$ cat config.mk
export PLATFORM = sky130hd
export DESIGN_NAME = ifft_reorder_buf
export DESIGN_NICKNAME = d
export VERILOG_FILES = /design/src/rtl/ifft_pkg.sv /design/src/rtl/ifft_addr_mux.sv /design/src/rtl/ifft_bitrev4.sv /design/src/rtl/ifft_reorder_buf.sv
export SDC_FILE = /design/constraint.sdc
export NUM_CORES = 1
export LEC_CHECK = 0
export CAP_MARGIN = 20
export CORE_AREA = 2 2 158 237
export DETAILED_ROUTE_END_ITERATION = 10
export DIE_AREA = 0 0 160 239
export HOLD_SLACK_MARGIN = 0.08
export PLACE_DENSITY = 0.81
export SYNTH_ARGS = -nofsm -noshare
export SYNTH_HDL_FRONTEND = slang
export SYNTH_SLANG_ARGS = --single-unit
$ cat constraint.sdc
create_clock -name clk -period 4.1 [get_ports clk]
set_input_delay 1.025 -clock clk [delete_from_list [all_inputs] [get_ports clk]]
set_output_delay 1.025 -clock clk [all_outputs]
set_load 0.02 [all_outputs]
$ cat src/rtl/ifft_pkg.sv
`default_nettype none
// ============================================================================
//  Module   : ifft_pkg
//  Purpose  : Shared constants, FILL/DRAIN state encoding and the 4-bit
//             bit-reverse helper for the 16-point IFFT output path.
//  Ports    : none (package)
//  Revision : 1.0 - initial release
// ============================================================================
package ifft_pkg;

   // Data path geometry of the 16-point, 16-bit IFFT core.
   localparam int IFFT_DATA_W   = 16;
   localparam int IFFT_N_POINTS = 16;
   localparam int IFFT_ADDR_W   = 4;

   // Reorder buffer state encoding (binary, single bit).
   localparam logic [0:0] ST_FILL  = 1'b0;
   localparam logic [0:0] ST_DRAIN = 1'b1;

   // {b3,b2,b1,b0} -> {b0,b1,b2,b3}
   function automatic logic [3:0] bitrev4(input logic [3:0] a);
      return {a[0], a[1], a[2], a[3]};
   endfunction

endpackage
`default_nettype wire

$ cat src/rtl/ifft_addr_mux.sv
`default_nettype none
// ============================================================================
//  Module   : ifft_addr_mux
//  Purpose  : Two-way address select shared by the IFFT memories.
//             sel=0 passes addr0, sel=1 passes addr1.
//  Ports    : sel   - select (input)
//             addr0 - address used when sel=0 (input)
//             addr1 - address used when sel=1 (input)
//             addr  - selected address (output)
//  Revision : 1.0 - initial release
// ============================================================================
module ifft_addr_mux #(
   parameter int ADDR_W = 4
) (
   input  logic              sel,
   input  logic [ADDR_W-1:0] addr0,
   input  logic [ADDR_W-1:0] addr1,
   output logic [ADDR_W-1:0] addr
);

   assign addr = sel ? addr1 : addr0;

endmodule
`default_nettype wire

$ cat src/rtl/ifft_bitrev4.sv
`default_nettype none
// ============================================================================
//  Module   : ifft_bitrev4
//  Purpose  : Combinational 4-bit bit-reverse used to form the write address
//             of the IFFT reorder buffer.
//  Ports    : a - natural 4-bit index (input)
//             y - bit-reversed index (output)
//  Revision : 1.0 - initial release
// ============================================================================
module ifft_bitrev4
   import ifft_pkg::*;
(
   input  logic [3:0] a,
   output logic [3:0] y
);

   assign y = bitrev4(a);

endmodule
`default_nettype wire

$ cat src/rtl/ifft_reorder_buf.sv
`default_nettype none
// ============================================================================
//  Module   : ifft_reorder_buf
//  Purpose  : Output reorder buffer for the 16-point IFFT. A frame arriving
//             in butterfly order is written at bit-reversed addresses and
//             then streamed out in natural order 0..15. One 16-entry bank,
//             so fill and drain alternate.
//  Ports    : clk       - clock, rising edge
//             rst       - synchronous active-high reset
//             in_valid  - input sample present
//             in_ready  - buffer accepts a sample (high in FILL)
//             in_re/im  - input sample components
//             out_valid - output sample present (high in DRAIN)
//             out_ready - downstream accepts the sample
//             out_re/im - output sample components (0 when not valid)
//             out_last  - marks sample index 15
//             busy      - high while draining
//  Revision : 1.0 - initial release
// ============================================================================
module ifft_reorder_buf
   import ifft_pkg::*;
#(
   parameter int DATA_W   = IFFT_DATA_W,
   parameter int N_POINTS = IFFT_N_POINTS,
   parameter int ADDR_W   = IFFT_ADDR_W
) (
   input  logic              clk,
   input  logic              rst,
   input  logic              in_valid,
   output logic              in_ready,
   input  logic [DATA_W-1:0] in_re,
   input  logic [DATA_W-1:0] in_im,
   output logic              out_valid,
   input  logic              out_ready,
   output logic [DATA_W-1:0] out_re,
   output logic [DATA_W-1:0] out_im,
   output logic              out_last,
   output logic              busy
);

   localparam logic [ADDR_W-1:0] LAST_IDX = ADDR_W'(N_POINTS - 1);

   logic [0:0]          state;
   logic [ADDR_W-1:0]   wr_cnt;
   logic [ADDR_W-1:0]   rd_cnt;
   logic [ADDR_W-1:0]   wr_addr;
   logic [ADDR_W-1:0]   mem_addr;
   logic                in_fire;
   logic                out_fire;
   logic                draining;
   logic [2*DATA_W-1:0] rd_word;

   // Sample storage; contents are not reset (a frame always rewrites all
   // 16 entries before it is read).
   logic [2*DATA_W-1:0] mem [N_POINTS];

   assign draining  = (state == ST_DRAIN);
   assign in_ready  = !draining;
   assign out_valid = draining;
   assign busy      = draining;
   assign in_fire   = in_valid && in_ready;
   assign out_fire  = out_valid && out_ready;

   ifft_bitrev4 u_bitrev (
      .a (wr_cnt),
      .y (wr_addr)
   );

   // One address port: bit-reversed write address while filling,
   // natural read address while draining.
   ifft_addr_mux #(
      .ADDR_W (ADDR_W)
   ) u_addr_mux (
      .sel   (draining),
      .addr0 (wr_addr),
      .addr1 (rd_cnt),
      .addr  (mem_addr)
   );

   // Control: state and counters.
   always_ff @(posedge clk) begin
      if (rst) begin
         state  <= ST_FILL;
         wr_cnt <= '0;
         rd_cnt <= '0;
      end else begin
         case (state)
            ST_FILL: begin
               if (in_fire) begin
                  wr_cnt <= wr_cnt + 1'b1;
                  if (wr_cnt == LAST_IDX) begin
                     state  <= ST_DRAIN;
                     rd_cnt <= '0;
                  end
               end
            end
            default: begin
               if (out_fire) begin
                  rd_cnt <= rd_cnt + 1'b1;
                  if (rd_cnt == LAST_IDX) begin
                     state <= ST_FILL;
                  end
               end
            end
         endcase
      end
   end

   // Memory write; in_fire implies FILL, so mem_addr is the write address.
   always_ff @(posedge clk) begin
      if (!rst && in_fire) begin
         mem[mem_addr] <= {in_re, in_im};
      end
   end

   // Read straight from the register array, no pipeline stage.
   assign rd_word = mem[mem_addr];

   always_comb begin
      out_re   = '0;
      out_im   = '0;
      out_last = 1'b0;
      if (out_valid) begin
         out_re   = rd_word[2*DATA_W-1:DATA_W];
         out_im   = rd_word[DATA_W-1:0];
         out_last = (rd_cnt == LAST_IDX);
      end
   end

endmodule
`default_nettype wire

## After elaboration in Yosys (flattened, before gate mapping)

Memory sizes are Yosys's and may differ from the RTL's.
Index checks and enable logic that the tools add are counted.

| word-level totals | value |
|---|---|
| register bits after elaboration | 9 |
| RAM bits | 512 |
| logic and storage cells | 34 |
| memories | 1 |

| operators by class | value |
|---|---|
| $add $sub $neg | 2 |
| equality and inequality tests | 3 |
| multiplexer cells | 15 |
| bitwise gates (word level) | 1 |
| reductions and logical operators | 9 |

Memory list:

| name | words | bits a word | rd ports | clocked after Yosys merged registers in | wr ports | line | text |
|---|---|---|---|---|---|---|---|
| mem | 16 | 32 | 1 | 0 | 1 | ifft_reorder_buf.sv:55 | `logic [2*DATA_W-1:0] mem [N_POINTS];` |

Operators with widths:

| operator | number |
|---|---|
| 2-to-1 mux 16 bit | 2 |
| 2-to-1 mux 4 bit | 5 |
| adder 4 x 1 -> 4 bit (second input constant) | 2 |
| == test 4 bit (second input constant) | 2 |
| 2-to-1 mux 1 bit | 8 |
| nonzero test 2 bit | 2 |
| logical AND 1 bit | 3 |
| AND reduction 3 bit | 1 |
| zero test 1 bit | 2 |
| != test 2 x 1 -> 1 bit (second input constant) | 1 |
| AND reduction 2 bit | 1 |
| inverter 1 bit | 1 |

## Logic depth before layout (Yosys ltp)

| logic depth | value |
|---|---|
| depth in word-level cells | 5 |
| mapped depth | 9 |

## Hierarchy

A second synthesis with hierarchy kept.

| second synthesis, totals | value |
|---|---|
| cell total of the unflattened synthesis | 976 |
| area total of the unflattened synthesis | 20188.1 um2 |

Modules (own cells, without submodules):

| module | instances | cells an instance | area each (um2) | seq. area each (um2) |
|---|---|---|---|---|
| ifft_reorder_buf | 1 | 968 | 20113.0 | 15554.9 |
| ifft_addr_mux | 1 | 4 | 45.0 | 0.0 |
| ifft_bitrev4 | 1 | 4 | 30.0 | 0.0 |

## Least setup slack after synthesis

No wires, ideal clock.

| path | value |
|---|---|
| path type | in2reg |
| start point | input in_valid |
| end point | memory mem[11][0] (netlist name), enable pin |
| data arrival time | 3.119 ns |
| required time | 3.679 ns |
| path slack | 0.560 ns |
| stages | 5 |
| buffers on the path | 1 |
| cells stage by stage | nor2b_1 > clkbuf_1 > nor3b_1 > nand2b_1 > nor2_1 |

| on the way | value |
|---|---|
| longest elaborated chain between the ends | 4 |

Ends and longest elaborated chain:

| what | line | text |
|---|---|---|
| start, declared | ifft_reorder_buf.sv:29 | `input logic in_valid,` |
| logical AND 1 bit | ifft_reorder_buf.sv:61 | `assign in_fire = in_valid && in_ready;` |
| logical AND 1 bit | ifft_reorder_buf.sv:111 | `if (!rst && in_fire) begin` |
| 2-to-1 mux 1 bit | ifft_reorder_buf.sv:111 |  |
| 2-to-1 mux 1 bit (not written as such) | ifft_reorder_buf.sv:112 | `mem[mem_addr] <= {in_re, in_im};` |
| end, declared | ifft_reorder_buf.sv:55 |  |

Every way passes these cells.

## Final worst setup path

| path | value |
|---|---|
| start point | register wr_cnt[3] |
| end point | output out_re[0] |

| on the way | value |
|---|---|
| longest elaborated chain between the ends | 3 |

Ends and longest elaborated chain:

| what | line | text |
|---|---|---|
| start, declared | ifft_reorder_buf.sv:44 | `logic [ADDR_W-1:0] wr_cnt;` |
| start signal, assigned | ifft_reorder_buf.sv:90 | `wr_cnt <= wr_cnt + 1'b1;` |
| 2-to-1 mux 4 bit | ifft_addr_mux.sv:21 | `assign addr = sel ? addr1 : addr0;` |
| memory read (16 x 32 bit) | - |  |
| 2-to-1 mux 16 bit | ifft_reorder_buf.sv:123 | `if (out_valid) begin` |
| end, declared | ifft_reorder_buf.sv:35 | `output logic [DATA_W-1:0] out_re,` |

Every way passes these cells.

==> results.cfg <==
[clocking]
holdBufCountCts = 0
ctsRootBufferMaster = clkbuf_16
cts-htree-levels = 2
clkSlewWorstSetupHoldPaths_ns = 0.07
cts_made_buffers = 44
clock_sinks = 521
clk_path_buf_depth = 3
cts_tree = built
clk_latency_ns = 0.57

[die]
die_h_um = 239
die_x_um = 160
io_pins = 72
coreArea_mm2 = 0.0364
start_util = 0.552
dieArea_mm2 = 0.0382
rows = 86

[global_routing]
grt_max_degree = 51
overflow = 0
grt_pass1_wl_um = 76300
groute.usage.overall = 0.268
antenna_found_initial = 0
grt_pass1_vias = 12300

[worst_setup_path]
startpoint_type = register
critPathKind = reg -> out
crit_fanout = 11
required_ns = 3.07
worstSetupEndpointType = primary output
arrival_ns = 3.14

[final_layout]
regArea_mm2 = 0.0156
fill_cells = 2349
drive_above_1_share = 0.201
design_area_mm2 = 0.0239
syn2layout_area_growth_pct = 19.0
nNetsFinal = 1343
multiInputGateArea_mm2 = 0.00426
diodes = 0

[synthesis]
synthArstFlopShare = 0
ys_ff_latch = 521
yosysMostFrequentCell = edfxtp_1
synthFlopType = edfxtp_1
synthesis.nets = 1207
netlist_instances = 1169
synth_top_area_share = 0.766
netlist_area_mm2 = 0.0201
ys_types = 40
synth_edf_count = 512
synth_common_cells = edfxtp_1, a21oi_1, o22ai_1
syn-mean-instance-area_um2 = 17.2
netlist.top_cell.by_area = edfxtp_1
synth_area_leaders = edfxtp_1, o22ai_1, mux4_2
yosysSeqAreaShare = 0.775
ys.warnings.count = 0

[sta]
fin_crit_ns = 4.16
finalHoldViolCount = 0
min_period_over_period = 1.02
drv_slew = 0
worst_slack_ns = -0.0620
relSlewSlack = 0.548
setup_violations = 1
rsz0062_at_grt = true
max_freq_ghz = 0.240
skew_ns = 0.0122
worst_pin_slew_ns = 0.676

[status]
violations = setup timing
status = complete, but fails checks

[power_and_ir_drop]
clockPowerShare = 0.411
p_leak_nw = 7.98
switching_share = 0.200
p_total_mw = 10.7
internal-power_mw = 8.54
combinationalPowerShare = 0.036
power.density_mw_per_mm2 = 447
ir_drop_v = 0.000448
switchingPower_mw = 2.13
seqPwrFrac = 0.553

[drt]
dr.pass1.iters = 5
wirelength_um = 51800
via_per_inst = 6.66
drc = 0
drt_iter0_markers = 1728
routedWlPerCell_um = 28.4
vias = 12200
ant_nets = 0

[placed_design]
detailed_place_hpwl_um = 29000
gp_congestion = 0.850
port_buffers = 71
detailed_place.area_mm2 = 0.0219

[run]
drv_cap = 0

[min_path]
hold_path.class = reg -> reg
-- flip-flops by register name, summed over array words and instances, names as in the netlist --
register  flops
busy          1
mem         512
rd_cnt        4
wr_cnt        4
-- worst paths after layout --
path | start | slack [ns] | cells after the start | endpoint
hold / removal | rd_cnt[3] | 0.61 | 2 | rd_cnt[3]
setup / recovery | wr_cnt[3] | -0.06 | 8 | out_re[0]
hold reg to reg | rd_cnt[3] | 0.61 | 2 | rd_cnt[3]
setup reg to reg | busy | 1.10 | 8 | mem[13][24]
-- metrics by stage --
stage / utilization / std cells / TNS (ns) / setup slack (ns) / hold slack, ns
floorplan: - / 1169 / 0 / 0.560 / 0.544
global placement: 0.603 / 1719 / 0 / 0.267 / 0.609
detailed placement: 0.603 / 1719 / 0 / 0.195 / 0.599
CTS: 0.651 / 1813 / -0.0640 / -0.0640 / 0.609
global route: 0.656 / 1825 / -0.213 / -0.148 / 0.636
finish: 0.656 / 1825 / -0.0620 / -0.0620 / 0.607
-- power by group through the flow --
| stage | sequential, mW | combinational [mW] | clock, mW |
|---|---|---|---|
| 6_report | 5.90 | 0.383 | 4.39 |
| 5_1_grt | 5.90 | 0.400 | 4.61 |
| 4_1_cts | 5.90 | 0.372 | 4.40 |
| 3_5_place_dp | 6.01 | 0.356 | 0 |
| 3_3_place_gp | 6.01 | 0.343 | 0 |
| 2_1_floorplan | 6.01 | 0.145 | 0 |
-- placed cells by master, fill, tap and decap left out, types with 5 or more instances in the layout --
cell type / Yosys / routed
clkbuf_16: 0 / 48
nor4_1: 32 / 26
dfxtp_1: 9 / 6
and4bb_1: 7 / 7
clkdlybuf4s50_1: 0 / 40
nor4_2: 0 / 6
clkinvlp_4: 0 / 5
nor2_4: 0 / 15
buf_12: 0 / 25
buf_4: 7 / 73
nor4bb_2: 0 / 5
o21ai_0: 33 / 30
clkinv_2: 0 / 13
nor4bb_1: 25 / 19
nand3_1: 7 / 7
mux4_2: 32 / 32
edfxtp_1: 512 / 512
a21oi_1: 131 / 131
o22ai_1: 122 / 122
bufinv_16: 0 / 7
nor2_1: 54 / 34
dlygate4sd2_1: 0 / 26
nor2_2: 0 / 5
o22ai_2: 6 / 6
o21bai_1: 64 / 63
-- worst max-delay path: stages (launching register included) --
cell and delay [ns]:
dfxtp_1 0.43, or3_1 0.22, buf_4 0.23, a21oi_1 0.13
nor4_2 0.36, o21ai_2 0.15, nor4bb_4 0.31, buf_4 0.14
clkdlybuf4s50_1 0.59
-- kinds of logic after synthesis --
logic type / share of synthesized area
fa+ha+maj: 0.00125
xor+xnor: 0.00218
mux: 0.0387
buf+inv: 0.0259
compound gates: 0.108
simple gates: 0.0484
flops: 0.775
-- what timing repair did --
action / CTS / global route
buffers inserted: 10 / 10
pin swaps: 2 / 4
endpoints found under the setup margin: 32 / 17
gates cloned: 2 / 2
gates resized for setup: 50 / 19
-- layer usage --
layer  global-route usage  vias up  part of all wire
met1                0.323     6064              0.33
met3               0.0399      204             0.088
met5                    0        -                 0
met4                0.126        0             0.054
met2                0.477      855              0.53
li1                     -     5039                 -
-- final cells by class --
type                            instances  area share
Sequential cell                       521       0.652
Multi-Input combinational cell        557       0.179
Timing Repair Buffer                  177      0.0793
Clock buffer                           50      0.0488
Tap cell                              484      0.0254
Clock inverter                         32      0.0154
Inverter                                4    0.000629
Note: power is estimated with default switching activity, not from simulation.
